--- src/rtl/display_pkg.sv ---
// Shared display constants and helpers for the LED
// matrix scanner and the digit multiplexer.
package display_pkg;

  localparam int ROWS = 8;
  localparam int SCAN_DIV_DEFAULT = 2500;

  localparam logic [7:0] ROW_OFF = 8'hFF;
  localparam logic [7:0] COL_OFF = 8'h00;

  typedef enum logic {
    IDLE,
    PENDING
  } commit_state_t;

  // Active-low one-hot: row r pulls bit (7-r) low.
  function automatic logic [7:0] row_sel(
    input logic [2:0] idx
  );
    return ~(8'b1000_0000 >> idx);
  endfunction

endpackage

--- src/rtl/scan_tick_gen.sv ---
// Free-running divider: one-cycle tick every SCAN_DIV
// clk_in cycles, first tick on the SCAN_DIV-th edge.
module scan_tick_gen
  import display_pkg::*;
#(
  parameter int SCAN_DIV = SCAN_DIV_DEFAULT
) (
  input  logic clk_in,
  input  logic reset,
  output logic tick
);

  localparam int CW = $clog2(SCAN_DIV);
  localparam logic [CW-1:0] LAST = CW'(SCAN_DIV - 1);

  logic [CW-1:0] cnt;

  assign tick = (cnt == LAST);

  always_ff @(posedge clk_in or negedge reset) begin
    if (!reset) begin
      cnt <= '0;
    end else if (tick) begin
      cnt <= '0;
    end else begin
      cnt <= cnt + 1'b1;
    end
  end

endmodule

--- src/rtl/dot_matrix_scanner.sv ---
// Double-buffered 8x8 LED matrix scanner; the back
// buffer is published only at a frame boundary.
module dot_matrix_scanner
  import display_pkg::*;
#(
  parameter int SCAN_DIV = SCAN_DIV_DEFAULT
) (
  input  logic       clk_in,
  input  logic       reset,
  input  logic       wr_en,
  input  logic [2:0] wr_row,
  input  logic [7:0] wr_data,
  input  logic       commit,
  output logic       busy,
  output logic [7:0] dot_row,
  output logic [7:0] dot_col,
  output logic       frame_start
);

  logic          tick;
  logic [2:0]    ptr;
  logic          sel;
  logic          back;
  logic          front;
  logic          swap;
  logic          wr_ok;
  commit_state_t state;
  commit_state_t state_nxt;

  logic [7:0] bufs [2][ROWS];

  scan_tick_gen #(
    .SCAN_DIV(SCAN_DIV)
  ) u_tick (
    .clk_in(clk_in),
    .reset (reset),
    .tick  (tick)
  );

  assign busy  = (state == PENDING);
  assign wr_ok = wr_en & ~busy;
  assign back  = ~sel;
  assign swap  = tick & (ptr == 3'd0) & busy;
  // Row 0 of the swap tick already reads the new front.
  assign front = swap ? ~sel : sel;

  always_comb begin
    state_nxt = state;
    unique case (state)
      IDLE:    if (commit) state_nxt = PENDING;
      PENDING: if (swap)   state_nxt = IDLE;
      default: state_nxt = IDLE;
    endcase
  end

  always_ff @(posedge clk_in or negedge reset) begin
    if (!reset) begin
      state <= IDLE;
    end else begin
      state <= state_nxt;
    end
  end

  always_ff @(posedge clk_in or negedge reset) begin
    if (!reset) begin
      for (int b = 0; b < 2; b++) begin
        for (int r = 0; r < ROWS; r++) begin
          bufs[b][r] <= '0;
        end
      end
    end else if (wr_ok) begin
      bufs[back][wr_row] <= wr_data;
    end
  end

  always_ff @(posedge clk_in or negedge reset) begin
    if (!reset) begin
      ptr         <= '0;
      sel         <= 1'b0;
      dot_row     <= ROW_OFF;
      dot_col     <= COL_OFF;
      frame_start <= 1'b0;
    end else begin
      frame_start <= 1'b0;
      if (tick) begin
        dot_row     <= row_sel(ptr);
        dot_col     <= bufs[front][ptr];
        frame_start <= (ptr == 3'd0);
        ptr         <= ptr + 3'd1;
        if (swap) begin
          sel <= ~sel;
        end
      end
    end
  end

endmodule

--- config.mk ---
export PLATFORM = sky130hd
export DESIGN_NAME = dot_matrix_scanner
export DESIGN_NICKNAME = d
export VERILOG_FILES = /design/src/rtl/display_pkg.sv /design/src/rtl/scan_tick_gen.sv /design/src/rtl/dot_matrix_scanner.sv
export SDC_FILE = /design/constraint.sdc
export NUM_CORES = 1
export LEC_CHECK = 0
export BUFFER_PORTS_ARGS = -buffer_cell sky130_fd_sc_hd__buf_2
export CAP_MARGIN = 10
export CORE_UTILIZATION = 45
export DETAILED_ROUTE_END_ITERATION = 10
export GPL_TIMING_DRIVEN = 0
export PLACE_DENSITY = 0.72
export SLEW_MARGIN = 20
export SYNTH_ARGS = -nofsm -noshare
export SYNTH_HDL_FRONTEND = slang
export SYNTH_SLANG_ARGS = --single-unit
--- constraint.sdc ---
create_clock -name clk_in -period 3.09 [get_ports clk_in]
set_input_delay 0.309 -clock clk_in [delete_from_list [all_inputs] [get_ports clk_in]]
set_output_delay 0.309 -clock clk_in [all_outputs]
set_load 0.02 [all_outputs]
Yosys cells after proc, flatten, opt, wreduce, memory -nomap -nowiden. Cells that the tools add are included.

Register bits: 162. Latch bits: 0. RAM bits: 0. Memory bits (read-only): 0. Input bits: 15. Output and inout port bits: 18. Word-level logic and storage cells: 63. Memories kept: 0.

Add/sub/neg operators: 2. Multiply operators: 0. Divide/modulo/power cells: 0. Magnitude comparators: 6. Equal/unequal tests: 1. Shifts and indexed selects: 1. Mux-type cells: 17. Bitwise operators: 10. Reductions and logical operators: 3.

Operator list (count): $mux 64 (4); $bwmux 128 (1); $demux 64 s1 (1); $bmux 8 s3 (1); $demux 8 s3 (1); $mux 8 (3); $add 12x1->12 const B (1); $eq 12x12->1 const B (1); $mux 12 (1); $ge 4x4->1 const B (2); $not 3->4 (2); $not 8->8 (1); $shr 8x3->8 const A (1); $ge 2x2->1 const B (2); $lt 4x1->1 const B (1); $mux 1 (4); $not 1->2 (2); $add 3x1->3 const B (1); $and 1x1->1 (3); $logic_not 3->1 (1); $logic_and 1x1->1 (2); $lt 2x1->1 const B (1); $not 1->1 (2); $pmux 1 s2 (1).

Depth between registers and ports, before layout. Gate-level depths: netlist of the first run.

Depth after elaboration: 11. Depth in mapped cells: 12. Mapped depth without buffers: 10.

By module. A second synthesis of the first run with hierarchy kept.

Cells, all modules: 648. Area total of the unflattened synthesis: 7698.6 µm².

Modules (own cells, without submodules): dot_matrix_scanner (times used 1, cells each 594, area each 7113.1 µm², sequential area each 3763.6 µm²); scan_tick_gen (times used 1, cells each 54, area each 585.6 µm², sequential area each 300.3 µm²).

Worst setup path before layout of the first run. No wires, ideal clock.

Kind: register to register. From: register ptr[0]. To: register dot_col[6]. Library setup time: 141 ps. Arrival time: 2671 ps. Required time: 2949 ps. Slack: 277 ps. Cell stages (with the launch flop): 12. Buffers on the path: 3. Period minus slack after synthesis: 2813 ps. Cells stage by stage: dfrtp_1 -> inv_1 -> clkbuf_1 -> ha_1 -> nand3b_1 -> or4_1 -> clkbuf_1 -> clkbuf_1 -> o311ai_0 -> a21oi_1 -> nor3_1 -> a31oi_1.

Cells in the longest elaborated chain, start to end: 11. Elaborated cells on any way between the ends: 12. Those cells by class: 7 x mux; 4 x bitwise; 1 x reduce/logical.

Ends and longest elaborated chain: start, declared (RTL line dot_matrix_scanner.sv:21) `logic [2:0] ptr;`; start signal, assigned (RTL line dot_matrix_scanner.sv:89) `ptr <= ptr + 3'd1;`; $logic_not 3->1 (RTL line dot_matrix_scanner.sv:43) `assign swap = tick & (ptr == 3'd0) & busy;`; $and 1x1->1 (2 in a row) (RTL line dot_matrix_scanner.sv:43); $mux 1; $not 1->2 (not written as such) (RTL line dot_matrix_scanner.sv:87) `dot_col <= bufs[front][ptr];`; $mux 64 (not written as such) (3 in a row) (RTL line dot_matrix_scanner.sv:87); $bmux 8 s3 (*) (RTL line dot_matrix_scanner.sv:87); $mux 8 (not written as such) (*) (2 in a row) (RTL line dot_matrix_scanner.sv:87); end signal, assigned (RTL line dot_matrix_scanner.sv:87); end, declared (RTL line dot_matrix_scanner.sv:16) `output logic [7:0] dot_col,`.

Every way passes the cells marked *; elsewhere a longest branch is shown, timed or not. The select of a mux whose other input is x is not followed. A chain may end at the register's enable or synchronous reset.

Worst setup path after layout of the first run.
From: register sel. To: register bufs[117] (netlist bit).

Cells in the longest elaborated chain, start to end: 7. Elaborated cells on any way between the ends: 8. Those cells by class: 2 x order compare; 3 x mux; 2 x bitwise; 1 x reduce/logical.

Ends and longest elaborated chain: start, declared (RTL line dot_matrix_scanner.sv:22) `logic sel;`; start signal, assigned (RTL line dot_matrix_scanner.sv:91) `sel <= ~sel;`; $not 1->1 (*) (RTL line dot_matrix_scanner.sv:42) `assign back = ~sel;`; $not 1->2 (not written as such) (*) (RTL line dot_matrix_scanner.sv:72) `bufs[back][wr_row] <= wr_data;`; $ge 2x2->1 (not written as such) or $lt 2x1->1 (tied branches) (RTL line dot_matrix_scanner.sv:72); $logic_and 1x1->1 (not written as such) (RTL line dot_matrix_scanner.sv:72); $mux 64 (not written as such) (RTL line dot_matrix_scanner.sv:72); $demux 64 s1 (*) (RTL line dot_matrix_scanner.sv:72); $bwmux 128 (*) (RTL line dot_matrix_scanner.sv:72); end signal, assigned by index (RTL line dot_matrix_scanner.sv:72); end, declared (RTL line dot_matrix_scanner.sv:30) `logic [7:0] bufs [2][ROWS];`.

Every way passes the cells marked *; elsewhere a longest branch is shown, timed or not.

==> results of run 1 <==
==> critical path, delay by kind of cell (launching register included) <==
kind                   cells  cell delay, ps
DFF                        1             320
and+or+nand+nor            1             680
buffers and inverters      3            1360
muxes                      1             500
==> worst max-delay path by stage <==
stage / from / end / cells past startpoint
6_report: sel$_DFFE_PN0N_ / bufs[117]$_DFFE_PN0P_ / 5
5_1_grt: sel$_DFFE_PN0N_ / bufs[116]$_DFFE_PN0P_ / 5
4_1_cts: ptr[0]$_DFFE_PN0N_ / dot_col[6]$_DFFE_PN0N_ / 11
3_5_place_dp: ptr[0]$_DFFE_PN0N_ / dot_col[4]$_DFFE_PN0N_ / 11
3_3_place_gp: reset / bufs[122]$_DFFE_PN0P_ / 1
2_1_floorplan: ptr[0]$_DFFE_PN0N_ / dot_col[6]$_DFFE_PN0N_ / 11
==> layout make-up <==
class	count	area, um^2
inverters	6	22.5
flip-flops and latches	162	4070
multi-input cells	492	3570
clock inverters	9	105
fillers	1454	7720
repair buffers	40	277
plain buffers	42	188
clock buffers	23	478
well taps	220	275
==> metal layers <==
metal | global-route usage [%] | part of all wire (%) | up-vias
met4 | 11.4 | 3.4 | 0
li1 | - | - | 2657
met1 | 33.3 | 44 | 2985
met3 | 6.32 | 6.7 | 49
met2 | 35.9 | 46 | 222
met5 | 0 | 0 | -
==> per-stage QoR <==
step / power [mW] / cell area (um^2) / setup WS [ps] / setup TNS (ps) / util, %
detailed placement: 2.35 / 8310 / -699 / -4390 / 49.7
global placement: 2.34 / 8210 / -776 / -125260 / 49.1
floorplan: 2.26 / 7770 / 277 / 0 / -
CTS: 4.43 / 8950 / 11.7 / 0 / 53.6
finish: 4.41 / 8980 / 97.6 / 0 / 53.8
global route: 4.55 / 8980 / 8.40 / 0 / 53.8
==> repair_timing <==
action,CTS,global route
endpoints found under the setup margin,8,12
gates resized for setup,15,19
setup buffers,2,1
cloned,0,0
hold buffers,1,0
hold endpoints to repair,27,0
pin swaps,1,4
==> synth_stat cells, types with 2 or more instances <==
master,n
nand3_1,23
a31oi_1,28
o21ai_0,10
and3_1,5
ha_1,7
a21oi_1,4
o31ai_1,8
inv_1,4
dfstp_2,8
mux2_2,129
o311ai_0,2
mux2i_1,15
xnor2_1,9
nor2_1,41
buf_2,3
clkbuf_1,38
o311a_1,7
nor2b_1,6
nand4_1,8
nor3_1,61
or4_1,2
o21ai_1,3
dfrtp_1,154
nor4b_1,2
buf_1,3
nand2_1,90
nor4_4,2
o21bai_1,6
xor2_1,2
nor4_1,4
==> registers in the layout, summed over array words and instances (netlist names) <==
| signal | cells |
|---|---|
| sel | 1 |
| ptr | 3 |
| u_tick.cnt | 12 |
| bufs | 128 |
| dot_col | 8 |
| busy | 1 |
| dot_row | 8 |
| frame_start | 1 |
==> power by group <==
part | total (mW) | switching [mW] | leakage [nW] | internal (mW)
clock | 2.09 | 0.841 | 0.287 | 1.25
sequential | 2.17 | 0.0176 | 2.20 | 2.15
combinational | 0.143 | 0.0944 | 1.67 | 0.0488
==> logic make-up after synthesis <==
group / after synthesis / share of synthesized area, %
multiplexers: 144 / 20.6
flip-flops: 162 / 52.3
XOR/XNOR: 11 / 1.24
adder cells (fa/ha/maj): 7 / 1.13
AO/OA/AOI/OAI: 78 / 6.92
buffers and inverters: 50 / 2.46
AND/OR/NAND/NOR: 252 / 15.4
==> cell usage in the layout, fill, tap and decap left out, drive strengths merged, types with 2 or more instances in the layout <==
cell	count
a21oi	4
a31oi	28
and2	2
and3	5
buf	46
bufinv	2
clkbuf	58
clkinv	7
dfrtp	154
dfstp	8
ha	7
inv	5
mux2	129
mux2i	15
nand2	90
nand3	23
nand4	8
nor2	41
nor2b	6
nor3	61
nor4	6
nor4b	2
o21ai	13
o21bai	6
o311a	7
o311ai	3
o31ai	8
or4	2
or4b	2
xnor2	9
xor2	2
==> metrics.txt, run 1 <==
initial antenna violation count=0; drt pass-1 iters=5; Synth Flop Type=dfrtp_1; worst r2r src=sel$_DFFE_PN0N_; clk buf depth=2; fraction of layout cells with a size suffix above 1=30.1%; Hold Path Sink=busy$_DFF_PN0_; clk sinks=162; Worst-Skew Late Latency=430 ps; #FFs+latches synth=162; Peak VDD IR=473 uV; final WL=20000 um; grt total ovfl=0; worst flop-to-flop path endpoint=bufs[117]$_DFFE_PN0P_; flop-to-flop setup slack=100 ps; TritonCTS buffer count=17; count of flip-flops with a built-in enable after synthesis=0; root buf cell=clkbuf_16; RSZ-0062 raised after global routing=no; post-layout min period=2990 ps; period utilization=96.8%; cell count after synthesis=704; Max-cap violations=0; DRT iter0 DRCs=475; Worst Setup Path Type=reg2reg; number of vias per cell=5.95; port bufs=31; reg2reg path depth=5; Cells on Worst Hold Path=3; # DRC=0; average wire per standard cell=20.2 um; critical path arrival=3300 ps; leading area contributor after synthesis=dfrtp_1; total nets after synthesis=726; routability congestion estimate=0.871; area share of the largest cell type after synthesis=49.6%; CP Max Fanout=10; min-delay src=commit; first-pass GRT wire length=32400 um; Final Hold Violating Endpoints=0; Post-Layout Cell Count=994; Final Max Tran Viols=0; post-synthesis cell area=7770 um^2; Leak=4.15 nW; outcome=complete, no violations; ranking of synthesized cells by area=dfrtp_1 (50%), mux2_2 (19%), nand2_1 (4.3%); clock skew=13.9 ps; TritonCTS clock tree=built; DRT antenna net count=0; I/O Pins=33; Critical Path Most Common Cell=clkbuf_1; Max Freq=334 MHz; Worst slew margin=49.0%; die footprint=17800 um^2; H-tree Lvls=4; Placed Cells=960; CP Cell Sequence=clkbuf_1 > buf_1 > clkbuf_1 > nand4_1 > mux2_2; CP max-delay cell=nand4_1; core box area=16700 um^2; pwr dens=491 nW/um^2; Die Y=133 um; Seq/Total Area, Yosys=52.3%; Critical Path Source Type=flip-flop; Worst Max-Slew Pin Slew=765 ps; synth warn=0; Max stage delay on crit path=680 ps; Area Growth Syn to Fin=15.5%; Inserted Diodes=0; vias in the first global route=5825; Vias=5913; critical path required time=3400 ps; detailed placer's ending HPWL=13500 um; ys async rst share=100%; die width=133 um; CTS clock-pin slew for the worst setup and hold paths=60 ps; largest net degree at the start of global routing=78; final setup fails=0; WHS=105 ps; Total GRT Usage=24.3%; HP Class=in2reg; Avg Inst Size Synth=11.0 um^2; Netlist cell types=50; initial core utilization=46.6%; Final #Nets=783; crit path capture type=flip-flop; num rows=47
Note: power is estimated with default switching activity, not from simulation.
==> inputs of run 2 (changes only) <==
Settings changed: CORE_UTILIZATION 45 to 55, CTS_BUF_LIST set to sky130_fd_sc_hd__clkbuf_8, PLACE_DENSITY 0.72 to 0.83.
==> metrics.txt, run 2 (synthesis results as in run 1) <==
die footprint=14600 um^2; reg2reg path depth=13; Peak VDD IR=373 uV; die width=121 um; critical path required time=3490 ps; final setup fails=0; DR top layer=met4; first-pass GRT wire length=32600 um; commonest cells after routing, fill and taps aside=dfrtp_1 (151), mux2_2 (129), nand2_1 (90); Inserted Diodes=0; Leak=4.09 nW; critical path arrival=3440 ps; drt pass-1 iters=5; clk sinks=162; TritonCTS buffer count=17; Die Y=121 um; met2 WL=10000 um; commonest non-fill, non-tap cell in the layout=dfrtp_1; pwr dens=454 nW/um^2; Worst slew margin=36.1%; Worst Setup Path Type=reg2reg; Final #Nets=788; DRT antenna net count=0; fin area=8810 um^2; Top reg by flops=bufs; worst slack, placed=-783 ps; post-layout min period=3040 ps; max reg flops=128; Max-cap violations=0; placed cell areas=8220 um^2; M1 WL=8050 um; clock skew=13.3 ps; num rows=43; clk buf depth=2; detailed placer's ending HPWL=13800 um; initial core utilization=56.2%; Final Max Tran Viols=0; core box area=13800 um^2; RSZ-0062 raised after global routing=yes; CTS clock-pin slew for the worst setup and hold paths=90 ps; TritonCTS clock tree=built; number of vias per cell=6.31; Largest regs=bufs x128, u_tick.cnt x12; port bufs=31; Worst-Skew Late Latency=490 ps; final WL=20300 um; routability congestion estimate=0.944; Critical Path Source Type=flip-flop; fraction of layout cells with a size suffix above 1=31.2%; # DRC=0; met3 wire length=1540 um; Final Hold Violating Endpoints=0; root buf cell=clkbuf_8; worst setup margin=52.6 ps; vias in the first global route=6133; initial antenna violation count=0; Vias=6056; crit path capture type=flip-flop; filler instances=1018; outcome=complete, no violations; Tot Pwr=4.00 mW; Cells on Worst Hold Path=3; period utilization=98.3%; grt total ovfl=0; largest net degree at the start of global routing=86; CP Max Fanout=11; H-tree Lvls=4; Max Freq=329 MHz; DRT iter0 DRCs=570; I/O Pins=33; average wire per standard cell=21.2 um; Area Growth Syn to Fin=13.3%; Total GRT Usage=30.1%; HP Class=in2reg; Worst Max-Slew Pin Slew=953 ps
==> run 2: cell types whose count changed in the layout (fill, tap and decap cells not counted), sizes merged <==
| cell | delta |
|---|---|
| clkbuf | -3 |
| clkinv | -3 |
| inv | +4 |
| clkinvlp | +2 |
| bufinv | +1 |
| buf | +4 |
==> run 2: final cells by class <==
type / instances / area [um^2] / area share, %
plain buffers: 42 / 186 / 2.12
flip-flops and latches: 162 / 4070 / 46.2
inverters: 6 / 22.5 / 0.256
well taps: 180 / 225 / 2.56
clock buffers: 19 / 262 / 2.97
clock inverters: 13 / 174 / 1.97
multi-input cells: 492 / 3580 / 40.7
repair buffers: 45 / 288 / 3.27
==> run 2: metrics by stage <==
step / utilization [%] / std cells / TNS [ps] / hold slack, ps
after global routing: 63.7 / 959 / -123 / 62.9
after global placement: 59.0 / 915 / -82770 / 468
after CTS: 63.1 / 953 / 0 / 70.3
after floorplan: - / 704 / 0 / 13.4
final: 63.7 / 959 / 0 / 79.8
after detailed placement: 59.5 / 918 / -4760 / 326
==> run 2: metal layers <==
metal  GRT usage (%)  vias up
li1                -     2656
met1            38.1     3042
met2            48.4      289
met3            7.47       69
met4            14.7        0
met5               0        -
==> run 2: worst max-delay path, cell delays in order (launching register included) <==
cell and delay [ps]:
dfrtp_2 430, inv_2 100, buf_8 160, ha_2 190
nand3b_1 180, buf_4 210, nor4_4 250, buf_4 190
buf_4 210, mux2i_1 100, a21oi_1 150, nor2_1 60
or4_1 540, a31oi_1 180
==> run 2: report_power, final <==
part           leakage (nW)  internal (mW)  switching (mW)
Sequential             2.20           2.15          0.0188
Clock                 0.210          0.854           0.838
Combinational          1.69         0.0452          0.0934
==> run 2: worst paths after layout <==
kind / start / end / slack [ps]
min in group asynchronous: reset / u_tick.cnt[6]$_DFF_PN0_ / 390
max in group asynchronous: reset / ptr[0]$_DFFE_PN0N_ / 1840
hold reg to reg: dot_row[1]$_DFFE_PN1N_ / dot_row[1]$_DFFE_PN1N_ / 510
setup / recovery: ptr[0]$_DFFE_PN0N_ / dot_col[6]$_DFFE_PN0N_ / 50
setup reg to reg: ptr[0]$_DFFE_PN0N_ / dot_col[6]$_DFFE_PN0N_ / 50
hold / removal: commit / busy$_DFF_PN0_ / 80
==> run 2: repair_timing <==
item                                    in CTS  in global routing
resized for setup                           16                 14
setup buffers                                3                  7
endpoints found under the setup margin       9                 11
hold buffers                                 1                  0
endpoints found under the hold margin       69                  0
pin swaps                                    1                  7
gates cloned                                 0                  0
